==> src/rtl/load_writeback_unit.sv <==
// Load/writeback stage: word read from L1, byte/half/word extract + extend, one-cycle RF write (optional LOAD_TIMEOUT_EN aborts a stuck REQ).
// Latency >= 3 cycles per load (accept, REQ until ack, WB); stall held while busy, ld_valid outside IDLE is ignored.
module load_writeback_unit #(
    parameter int n       = 32,
    parameter int TIMEOUT = 255
) (
    input  logic         clk,
    input  logic         n_reset,
    input  logic         ld_valid,
    input  logic [n-1:0] ld_addr,
    input  logic [2:0]   ld_funct3,
    input  logic [4:0]   ld_rd,
    output logic         ld_ready,
    output logic         stall,
    output logic         mem_req,
    output logic [n-1:0] mem_addr,
    input  logic         mem_ack,
    input  logic [n-1:0] mem_rdata,
    output logic [2:0]   write_sel,
    output logic [4:0]   wb_rd,
    output logic [n-1:0] ext_data,
    output logic         err
);

    typedef enum logic [1:0] {S_IDLE, S_REQ, S_WB} state_t;

    state_t       r_state;
    logic [1:0]   r_off;
    logic [2:0]   r_funct3;
    logic [4:0]   r_rd;
    logic         r_ld_ready;
    logic         r_stall;
    logic         r_mem_req;
    logic [n-1:0] r_mem_addr;
    logic [2:0]   r_write_sel;
    logic [4:0]   r_wb_rd;
    logic [n-1:0] r_ext_data;
    logic         r_err;

    logic         w_bad;
    logic [7:0]   w_byte;
    logic [15:0]  w_half;
    logic [n-1:0] w_ext;

`ifdef LOAD_TIMEOUT_EN
    localparam int CW = ($clog2(TIMEOUT + 1) > 8) ? $clog2(TIMEOUT + 1) : 8;
    logic [CW-1:0] r_cnt;
`else
    logic w_unused_timeout;
    assign w_unused_timeout = ^TIMEOUT;
`endif

    // Rejected before any cache traffic: illegal encodings and misaligned halves/words.
    always_comb begin
        w_bad = 1'b0;
        case (ld_funct3)
            3'b000, 3'b100: w_bad = 1'b0;
            3'b001, 3'b101: w_bad = ld_addr[0];
            3'b010:         w_bad = (ld_addr[1:0] != 2'b00);
            default:        w_bad = 1'b1;
        endcase
    end

    assign w_byte = mem_rdata[{r_off, 3'b000} +: 8];
    assign w_half = mem_rdata[{r_off[1], 4'b0000} +: 16];

    always_comb begin
        w_ext = mem_rdata;
        case (r_funct3)
            3'b000:  w_ext = {{(n-8){w_byte[7]}}, w_byte};
            3'b100:  w_ext = {{(n-8){1'b0}}, w_byte};
            3'b001:  w_ext = {{(n-16){w_half[15]}}, w_half};
            3'b101:  w_ext = {{(n-16){1'b0}}, w_half};
            default: w_ext = mem_rdata;
        endcase
    end

    always_ff @(posedge clk) begin
        if (!n_reset) begin
            r_state     <= S_IDLE;
            r_off       <= 2'b00;
            r_funct3    <= 3'b000;
            r_rd        <= 5'd0;
            r_ld_ready  <= 1'b1;
            r_stall     <= 1'b0;
            r_mem_req   <= 1'b0;
            r_mem_addr  <= '0;
            r_write_sel <= 3'b000;
            r_wb_rd     <= 5'd0;
            r_ext_data  <= '0;
            r_err       <= 1'b0;
`ifdef LOAD_TIMEOUT_EN
            r_cnt       <= '0;
`endif
        end else begin
            r_err       <= 1'b0;
            r_write_sel <= 3'b000;
            r_wb_rd     <= 5'd0;
            r_ext_data  <= '0;
            case (r_state)
                S_IDLE: begin
                    if (ld_valid) begin
                        r_off    <= ld_addr[1:0];
                        r_funct3 <= ld_funct3;
                        r_rd     <= ld_rd;
                        if (w_bad) begin
                            r_err <= 1'b1;
                        end else begin
                            r_state    <= S_REQ;
                            r_mem_req  <= 1'b1;
                            r_mem_addr <= {ld_addr[n-1:2], 2'b00};
                            r_ld_ready <= 1'b0;
                            r_stall    <= 1'b1;
`ifdef LOAD_TIMEOUT_EN
                            r_cnt      <= '0;
`endif
                        end
                    end
                end
                S_REQ: begin
                    if (mem_ack) begin
                        r_state     <= S_WB;
                        r_mem_req   <= 1'b0;
                        r_write_sel <= (r_rd != 5'd0) ? 3'b100 : 3'b000;
                        r_wb_rd     <= r_rd;
                        r_ext_data  <= w_ext;
`ifdef LOAD_TIMEOUT_EN
                    end else if (r_cnt == CW'(TIMEOUT - 1)) begin
                        // This cycle's miss brings the count to TIMEOUT: abandon the request.
                        r_state    <= S_IDLE;
                        r_mem_req  <= 1'b0;
                        r_err      <= 1'b1;
                        r_ld_ready <= 1'b1;
                        r_stall    <= 1'b0;
                    end else begin
                        r_cnt <= r_cnt + 1'b1;
`endif
                    end
                end
                S_WB: begin
                    r_state    <= S_IDLE;
                    r_stall    <= 1'b0;
                    r_ld_ready <= 1'b1;
                end
                default: begin
                    r_state    <= S_IDLE;
                    r_stall    <= 1'b0;
                    r_mem_req  <= 1'b0;
                    r_ld_ready <= 1'b1;
                end
            endcase
        end
    end

    assign ld_ready  = r_ld_ready;
    assign stall     = r_stall;
    assign mem_req   = r_mem_req;
    assign mem_addr  = r_mem_addr;
    assign write_sel = r_write_sel;
    assign wb_rd     = r_wb_rd;
    assign ext_data  = r_ext_data;
    assign err       = r_err;

endmodule

==> config.mk <==
export PLATFORM = sky130hd
export DESIGN_NAME = load_writeback_unit
export DESIGN_NICKNAME = d
export VERILOG_FILES = /design/src/rtl/load_writeback_unit.sv
export SDC_FILE = /design/constraint.sdc
export NUM_CORES = 1
export LEC_CHECK = 0
export CAP_MARGIN = 20
export CORE_ASPECT_RATIO = 0.6
export CORE_MARGIN = 5
export CORE_UTILIZATION = 38
export DETAILED_ROUTE_END_ITERATION = 8
export GPL_ROUTABILITY_DRIVEN = 1
export PLACE_DENSITY_LB_ADDON = 0.08
export SYNTH_ARGS = -nofsm -noshare
export SYNTH_HDL_FRONTEND = slang
export SYNTH_SLANG_ARGS = --single-unit
==> constraint.sdc <==
create_clock -name clk -period 1.6 [get_ports clk]
set_input_delay 0.32 -clock clk [delete_from_list [all_inputs] [get_ports clk]]
set_output_delay 0.32 -clock clk [all_outputs]
set_load 0.005 [all_outputs]
==> summary.md, run 1 <==
| Metric | Value |
|---|---|
| Count of inserted antenna diode cells | `0` |
| Clock sinks | `84` |
| Most frequently used flop master after synthesis | `sky130_fd_sc_hd__dfxtp_1` |
| Total vias in the final route | `3195` |
| Netlist cell types | `41` |
| Met2 Routed Length | `4260 µm` |
| Syn Inst Count | `372` |
| Yosys warning count | `0` |
| Root Buffer Master | `sky130_fd_sc_hd__clkbuf_16` |
| Net count, final | `611` |
| Uppermost routed layer | `met4` |
| Critical path cell sequence | `clkdlybuf4s50_1 > mux4_2 > buf_4 > a221oi_1 > nor3_1` |
| Worst hold slack across all endpoints | `0.455 ns` |
| Fin crit period | `1.58 ns` |
| Cell count of the worst reg-to-reg path | `4` |
| Worst stage delay on the critical path | `0.52 ns` |
| Last weighted congestion value of the routability-driven placer | `0.799` |
| Leading cell type by number of instances after synthesis | `sky130_fd_sc_hd__dfxtp_1` |
| First-pass detailed-route iteration total | `4` |
| Number of flip-flops and latches in the synthesized netlist | `84` |
| Main area contributors after synthesis | `sky130_fd_sc_hd__dfxtp_1, sky130_fd_sc_hd__mux2i_1, sky130_fd_sc_hd__nand2_1, sky130_fd_sc_hd__nor2b_1, sky130_fd_sc_hd__a31oi_2` |
| PnR worst setup slack | `approximately 0.018 ns` |
| Worst path arrival time | `1.80 ns` |
| Syn-to-layout area delta | `59.2%` |
| Psw | `0.00129 W` |
| Post-synthesis area per instance | `9.55 µm²` |
| Hold Fails Final Rpt | `0` |
| Number of buffers and inverters on the critical path | `2` |
| Worst Setup Path Type | `input port to register` |
| Crit path max-delay cell type | `sky130_fd_sc_hd__mux4_2` |
| Die Outline Area | `between 10000 and 15000 µm²` |
| Crit start category | `input port` |
| Launching point of the worst reg2reg path | `r_off[0]$_SDFFE_PN0P_` |
| Count of routing violations after the opening detailed-route iteration | `186` |
| Proportion of total power due to net switching | `24.7%` |
| Peak fanout along the critical path | `3` |
| Yosys top cell area share | `between 40% and 50%` |
| Leftover overflow at the end of global routing | `0` |
| Footprint of the flip-flops and latches | `1680 µm²` |
| Number of buffers between clock root and the deepest sink | `2` |
| Fill cell total of the finished layout | `783` |
| Start point of the critical path | `mem_rdata[31]` |
| Total cell area at the placement stage | `between 5000 and 6000 µm²` |
| Launch instance of the worst min-delay path | `ld_ready$_SDFFE_PN1P_` |
| Combinational share of power | `16.6%` |
| Quantity of I/O buffers inserted on ports | `147` |
| Leak pwr | `~2.2 nW` |
| Worst Max-Slew Pin Slew | `0.615 ns` |
| Worst hold path cell count | `1` |
| Number of buffers created by CTS | `9` |
| Sum of net half-perimeters after detailed placement | `7750 µm` |
| Amount of wire on met3 after detailed routing | `~1300 µm` |
| Number of setup violations in the final report | `0` |
| Number of enable flip-flop cells after synthesis | `0` |
| Async SR Flop Fraction | `0%` |
| Multi-input combinational cell area | `1730 µm²` |
| Vert. Die Dim | `around 85 µm` |
| Final design instance area without fill | `5650 µm²` |
| Total routing usage reported by global routing | `18.1%` |
| Clock slew at the register clock pins of the worst setup and hold paths | `0.06 ns` |
| Portion of total power attributed to the clock network | `41.0%` |
| Floorplan die width | `135 µm` |
| Num rows | `27` |
| Outcome | `completed` |
| Routed met1 length | `4880 µm` |
| Latest clock arrival within the worst-skew pair | `around 0.34 ns` |
| Final core area utilization | `61.8%` |
| Library cell occupying the most area in the post-synthesis netlist | `sky130_fd_sc_hd__dfxtp_1` |
| Internal Dissipation | `0.00394 W` |
| Fraction of final layout cells with drive strength greater than 1 | `14.8%` |
| Average wire per cell in the routed design | `15.7 µm` |
| Sequential area share after synthesis | `47.4%` |
| Max-Cap Viols | `0` |
| Rel. slew slack | `58.9%` |
| Category of cells accounting for the largest share of critical-path delay | `buffers and inverters` |
| Placement-stage worst setup slack | `-0.373 ns` |
| CTS tree | `yes` |
| Worst IR Drop VDD | `about 0.59 mV` |
| Top-level I/O count | `152` |
| Worst Setup End Kind | `register` |
| Max-slew violation total from the final report | `0` |
| Highest attainable clock frequency | `0.632 GHz` |
| WL final | `10500 µm` |
| Drc violations | `0` |
| Worst hold path type | `register to register` |
| Cell area after synthesis | `3550 µm²` |
| Via count of the first global-routing pass | `3129` |
| Worst-case clock skew | `between 0.003 and 0.004 ns` |
| Ratio of routed vias to standard cells | `4.77` |
| Initial core utilization | `38.8%` |
| Post-synth top cells | `sky130_fd_sc_hd__dfxtp_1, sky130_fd_sc_hd__nand2_1, sky130_fd_sc_hd__mux2i_1, sky130_fd_sc_hd__nor2b_1, sky130_fd_sc_hd__clkbuf_1` |
| Antenna violations before repair | `0` |
| Share of the clock period used by the worst path | `98.9%` |
| Req. time, crit path | `around 1.8 ns` |
| Power Density | `925 nW/µm²` |
| Maximum number of pins on one net before global-route repair | `74` |
| Area of the placeable core | `9160 µm²` |
| First-pass GRT wire length | `around 17000 µm` |
| CP Depth | `5` |
| Post-route ant nets | `0` |
| H-tree depth reported by CTS | `3` |
| Share of power burned in registers | `42.3%` |
## placed cells by master (no fill, tap or decap), types with 2 or more instances in the layout
| cell type | count |
|---|---|
| sky130_fd_sc_hd__o21ai_1 | 3 |
| sky130_fd_sc_hd__a31oi_2 | 9 |
| sky130_fd_sc_hd__clkinvlp_4 | 2 |
| sky130_fd_sc_hd__inv_1 | 4 |
| sky130_fd_sc_hd__nor2_1 | 4 |
| sky130_fd_sc_hd__o21ai_0 | 7 |
| sky130_fd_sc_hd__inv_6 | 2 |
| sky130_fd_sc_hd__nor3_1 | 8 |
| sky130_fd_sc_hd__nor2b_1 | 24 |
| sky130_fd_sc_hd__dfxtp_2 | 2 |
| sky130_fd_sc_hd__o311a_1 | 2 |
| sky130_fd_sc_hd__nand2b_1 | 5 |
| sky130_fd_sc_hd__clkdlybuf4s50_1 | 146 |
| sky130_fd_sc_hd__a21oi_1 | 12 |
| sky130_fd_sc_hd__dfxtp_1 | 82 |
| sky130_fd_sc_hd__a22oi_1 | 6 |
| sky130_fd_sc_hd__nand2_1 | 78 |
| sky130_fd_sc_hd__clkbuf_16 | 9 |
| sky130_fd_sc_hd__a31oi_1 | 7 |
| sky130_fd_sc_hd__conb_1 | 4 |
| sky130_fd_sc_hd__mux2i_1 | 42 |
| sky130_fd_sc_hd__a221oi_1 | 2 |
| sky130_fd_sc_hd__nor3b_2 | 2 |
| sky130_fd_sc_hd__buf_4 | 31 |
| sky130_fd_sc_hd__a221oi_2 | 4 |
| sky130_fd_sc_hd__and2b_1 | 2 |
| sky130_fd_sc_hd__and3b_1 | 7 |
| sky130_fd_sc_hd__and2_1 | 6 |
| sky130_fd_sc_hd__buf_12 | 2 |
| sky130_fd_sc_hd__mux2_2 | 6 |
## flip-flops by register name, summed over array words and instances (netlist names), 2 cells and up
| register | flops |
|---|---|
| ext_data | 32 |
| mem_addr | 30 |
| r_rd | 5 |
| wb_rd | 5 |
| r_funct3 | 3 |
| r_off | 2 |
| r_state | 2 |
## metal layers
metal	up-vias	GRT usage, %
li1	1598	-
met1	1475	25.7
met2	112	24.9
met3	10	8.35
met4	0	4.44
met5	-	0
## what timing repair did
action / CTS / global route
resized for setup: 0 / 8
pin swaps: 0 / 1
buffers inserted: 2 / 0
endpoints found under the setup margin: 2 / 42
hold buffers: 0 / 0
## worst reg2reg max path, delay by kind of cell (launching register included)
kind	cells	cell delay [ns]
AO/OA/AOI/OAI	1	0.27
buffers and inverters	1	0.17
flip-flops	1	0.35
multiplexers	1	0.53
AND/OR/NAND/NOR	1	0.09
## layout make-up
cell class                 count  share of cell area (%)
clock buffer                  10                    4.23
clock inverter                 6                    1.26
inverter                       4                   0.266
multi-input combinational    255                    30.6
sequential                    84                    29.8
tap                          130                    2.88
timing repair buffer         181                    31.0
## through the flow
step,setup TNS [ns],total power (W),instances
5_1_grt,-0.0111,0.00545,670
3_3_place_gp,-12.58,0.00309,652
4_1_cts,0,0.00527,670
6_report,0,0.00523,670
2_1_floorplan,0,0.00265,375
3_5_place_dp,-14.19,0.00310,652
## kinds of logic (layout without fill, tap and decap cells)
kind of cell | after synthesis | after routing | share of synthesized area (%)
compound gates | 58 | 58 | 12.5
other cells | 1 | 4 | 0.106
mux | 49 | 49 | 14.4
buf+inv | 36 | 201 | 5.25
flops | 84 | 84 | 47.4
simple gates | 144 | 144 | 20.4
## path summary, 6_finish.rpt
path / to / slack [ns]
max: ext_data[8]$_SDFF_PN0_ / 0.02
min: ld_ready$_SDFFE_PN1P_ / 0.46
max reg2reg: ext_data[8]$_SDFF_PN0_ / 0.07
min reg2reg: ld_ready$_SDFFE_PN1P_ / 0.46
## power by group through the flow
stage	registers, W	logic [W]	clock network, W
after floorplan	0.00226	0.000389	0
after global placement	0.00226	0.000834	0
after detailed placement	0.00226	0.000843	0
after CTS	0.00221	0.000857	0.00220
after global routing	0.00222	0.000941	0.00229
final	0.00221	0.000871	0.00215
Note: power is estimated with default switching activity, not from simulation.
==> run 2: changes to the inputs <==
Settings changed: CORE_UTILIZATION 38 to 40, CTS_BUF_LIST from default to sky130_fd_sc_hd__clkbuf_4 sky130_fd_sc_hd__clkbuf_8.
==> run 2 against run 1 <==
Routed wire length down 4.8%; setup slack better by 0.00056 ns; design area down 1.8%; combinational power up 1%; hold slack worse by 0.025 ns; maximum frequency about the same; critical path depth down 1.
==> summary.md, run 2 (same netlist as run 1, synthesis figures left out) <==
| Metric | Value |
|---|---|
| Launching point of the worst reg2reg path | `r_off[0]$_SDFFE_PN0P_` |
| Hold Fails Final Rpt | `0` |
| Via count of the first global-routing pass | `3154` |
| H-tree depth reported by CTS | `3` |
| Met2 Routed Length | `4500 µm` |
| Worst-case clock skew | `0.0113 ns` |
| Initial core utilization | `41.3%` |
| Proportion of total power due to net switching | `24.2%` |
| Antenna violations before repair | `0` |
| CP Depth | `4` |
| Power Density | `811 nW/µm²` |
| Uppermost routed layer | `met4` |
| Count of inserted antenna diode cells | `0` |
| Placed instance count | `629` |
| Top-level I/O count | `about 150` |
| Combinational share of power | `19.6%` |
| Maximum number of pins on one net before global-route repair | `61` |
| Fin crit period | `1.58 ns` |
| Crit start category | `input port` |
| Peak fanout along the critical path | `7` |
| Unrepaired setup endpoints after global routing | `no` |
| Max-slew violation total from the final report | `0` |
| Number of standard cells in the final layout excluding fillers | `644` |
| Highest attainable clock frequency | `0.632 GHz` |
| Last weighted congestion value of the routability-driven placer | `~0.8` |
| Hold buffers post-CTS | `0` |
| Leftover overflow at the end of global routing | `0` |
| Leak pwr | `2.13 nW` |
| Drc violations | `0` |
| Count of routing violations after the opening detailed-route iteration | `157` |
| Ratio of routed vias to standard cells | `4.92` |
| Worst hold slack across all endpoints | `around 0.43 ns` |
| Share of the clock period used by the worst path | `98.8%` |
| Most common cell after layout, fill and taps aside | `sky130_fd_sc_hd__clkdlybuf4s50_1` |
| Fill cell total of the finished layout | `708` |
| Clock sinks | `84` |
| Outcome | `completed` |
| End of the worst register-to-register path | `ext_data[15]$_SDFF_PN0_` |
| Number of buffers between clock root and the deepest sink | `2` |
| Area of the placeable core | `8590 µm²` |
| Leading cell types in the layout, fill and taps excluded | `sky130_fd_sc_hd__clkdlybuf4s50_1, sky130_fd_sc_hd__dfxtp_1, sky130_fd_sc_hd__nand2_1` |
| Worst Setup End Kind | `register` |
| Portion of total power attributed to the clock network | `between 30% and 40%` |
| Worst stage delay on the critical path | `0.56 ns` |
| Root Buffer Master | `sky130_fd_sc_hd__clkbuf_8` |
| Vert. Die Dim | `83.0 µm` |
| Share of power burned in registers | `49.1%` |
| CTS tree | `yes` |
| Fraction of final layout cells with drive strength greater than 1 | `about an eighth` |
| Crit path max-delay cell type | `sky130_fd_sc_hd__mux4_2` |
| Die Outline Area | `~11000 µm²` |
| Total power consumption of the routed design | `between 0.004 and 0.005 W` |
| Latest clock arrival within the worst-skew pair | `approximately 0.34 ns` |
| Total routing usage reported by global routing | `17.9%` |
| Average wire per cell in the routed design | `15.5 µm` |
| Critical path cell sequence | `clkdlybuf4s50_1 > mux4_2 > and2_4 > o311a_1` |
| Psw | `0.00109 W` |
| Clock slew at the register clock pins of the worst setup and hold paths | `0.08 ns` |
| Number of buffers and inverters on the critical path | `1` |
| First-pass GRT wire length | `16200 µm` |
| Start point of the critical path | `mem_rdata[15]` |
| Quantity of I/O buffers inserted on ports | `~150` |
| Max-Cap Viols | `0` |
| Total vias in the final route | `3166` |
| First-pass detailed-route iteration total | `4` |
| Routed met1 length | `4730 µm` |
| Footprint of the flip-flops and latches | `1680 µm²` |
| WL final | `10000 µm` |
| Sum of net half-perimeters after detailed placement | `7310 µm` |
| Worst IR Drop VDD | `0.494 mV` |
| Worst path arrival time | `between 1.5 and 2 ns` |
| Flip-flop count of the largest register after layout | `32` |
| Req. time, crit path | `1.84 ns` |
| Number of setup violations in the final report | `0` |
| Net count, final | `~610` |
| Post-route ant nets | `0` |
| Endpoint of the most critical setup path | `ext_data[15]$_SDFF_PN0_` |
| Worst hold path type | `input port to register` |
| Num rows | `26` |
| Floorplan die width | `132 µm` |
| Syn-to-layout area delta | `56.3%` |
| Multi-input combinational cell area | `1730 µm²` |
| Cell count of the worst reg-to-reg path | `3` |
| Amount of wire on met3 after detailed routing | `645 µm` |
| R2R Setup Slk | `0.05 ns` |
| Category of cells accounting for the largest share of critical-path delay | `multiplexers` |
| Internal Dissipation | `0.00342 W` |
| Worst Setup Path Type | `input port to register` |
| Number of buffers created by CTS | `9` |
## run 2: cell count changes in the layout (fill, tap and decap cells not counted), sizes merged
| cell | delta |
|---|---|
| clkinv | +1 |
| dlymetal6s2s | +2 |
| inv | -2 |
| clkinvlp | -2 |
| clkbuf | +2 |
| buf | -7 |
| clkdlybuf4s50 | -2 |
## run 2: layout make-up
cell class	count	area share, %
timing repair buffer	176	32.5
multi-input combinational	255	31.1
sequential	84	30.3
tap	112	2.52
clock buffer	10	2.48
clock inverter	3	0.721
inverter	4	0.270
## run 2: what timing repair did
action / in CTS / in global routing
gates cloned: 0 / 2
setup endpoints to repair: 1 / 19
pin swaps: 0 / 2
buffers inserted: 0 / 0
resized for setup: 1 / 9
## run 2: power by group through the flow
stage                     sequential [W]  combinational (W)  clock [W]
after floorplan                  0.00226           0.000389          0
after detailed placement         0.00226           0.000845          0
after global placement           0.00226           0.000835          0
after global routing             0.00222           0.000959    0.00156
after CTS                        0.00221           0.000849    0.00147
final                            0.00221           0.000882    0.00141
## run 2: worst register-to-register path, delay by kind of cell (launching register included)
family / cells / cell delay, ns
flops: 1 / 0.35
mux: 1 / 0.60
compound gates: 1 / 0.32
simple gates: 1 / 0.19
## run 2: metrics by stage
stage          worst slack, ns  cell area, µm²  utilization, %  TNS (ns)
2_1_floorplan           0.0114            3560               -         0
3_3_place_gp            -0.317            5280            61.5    -14.76
3_5_place_dp            -0.352            5280            61.5    -16.28
4_1_cts                 0.0115            5460            63.6         0
5_1_grt                0.00303            5550            64.6         0
6_report                0.0189            5550            64.6         0
## run 2: how the worst min path moves through the flow
stage | startpoint | endpoint | slack, ns | cells after the start
after floorplan | stall$_SDFFE_PN0P_ | stall$_SDFFE_PN0P_ | 0.44 | 2
after global placement | ld_ready$_SDFFE_PN1P_ | ld_ready$_SDFFE_PN1P_ | 0.44 | 1
after detailed placement | stall$_SDFFE_PN0P_ | stall$_SDFFE_PN0P_ | 0.45 | 2
after CTS | n_reset | err$_SDFF_PN0_ | 0.42 | 4
after global routing | n_reset | write_sel[2]$_SDFF_PN0_ | 0.42 | 4
final | n_reset | write_sel[2]$_SDFF_PN0_ | 0.43 | 4
## run 2: layer usage
metal  global-route usage, %  up-vias
met5                       0        -
met3                    6.40       11
met2                    27.3      105
met4                    4.67        0
met1                    24.1     1470
li1                        -     1580
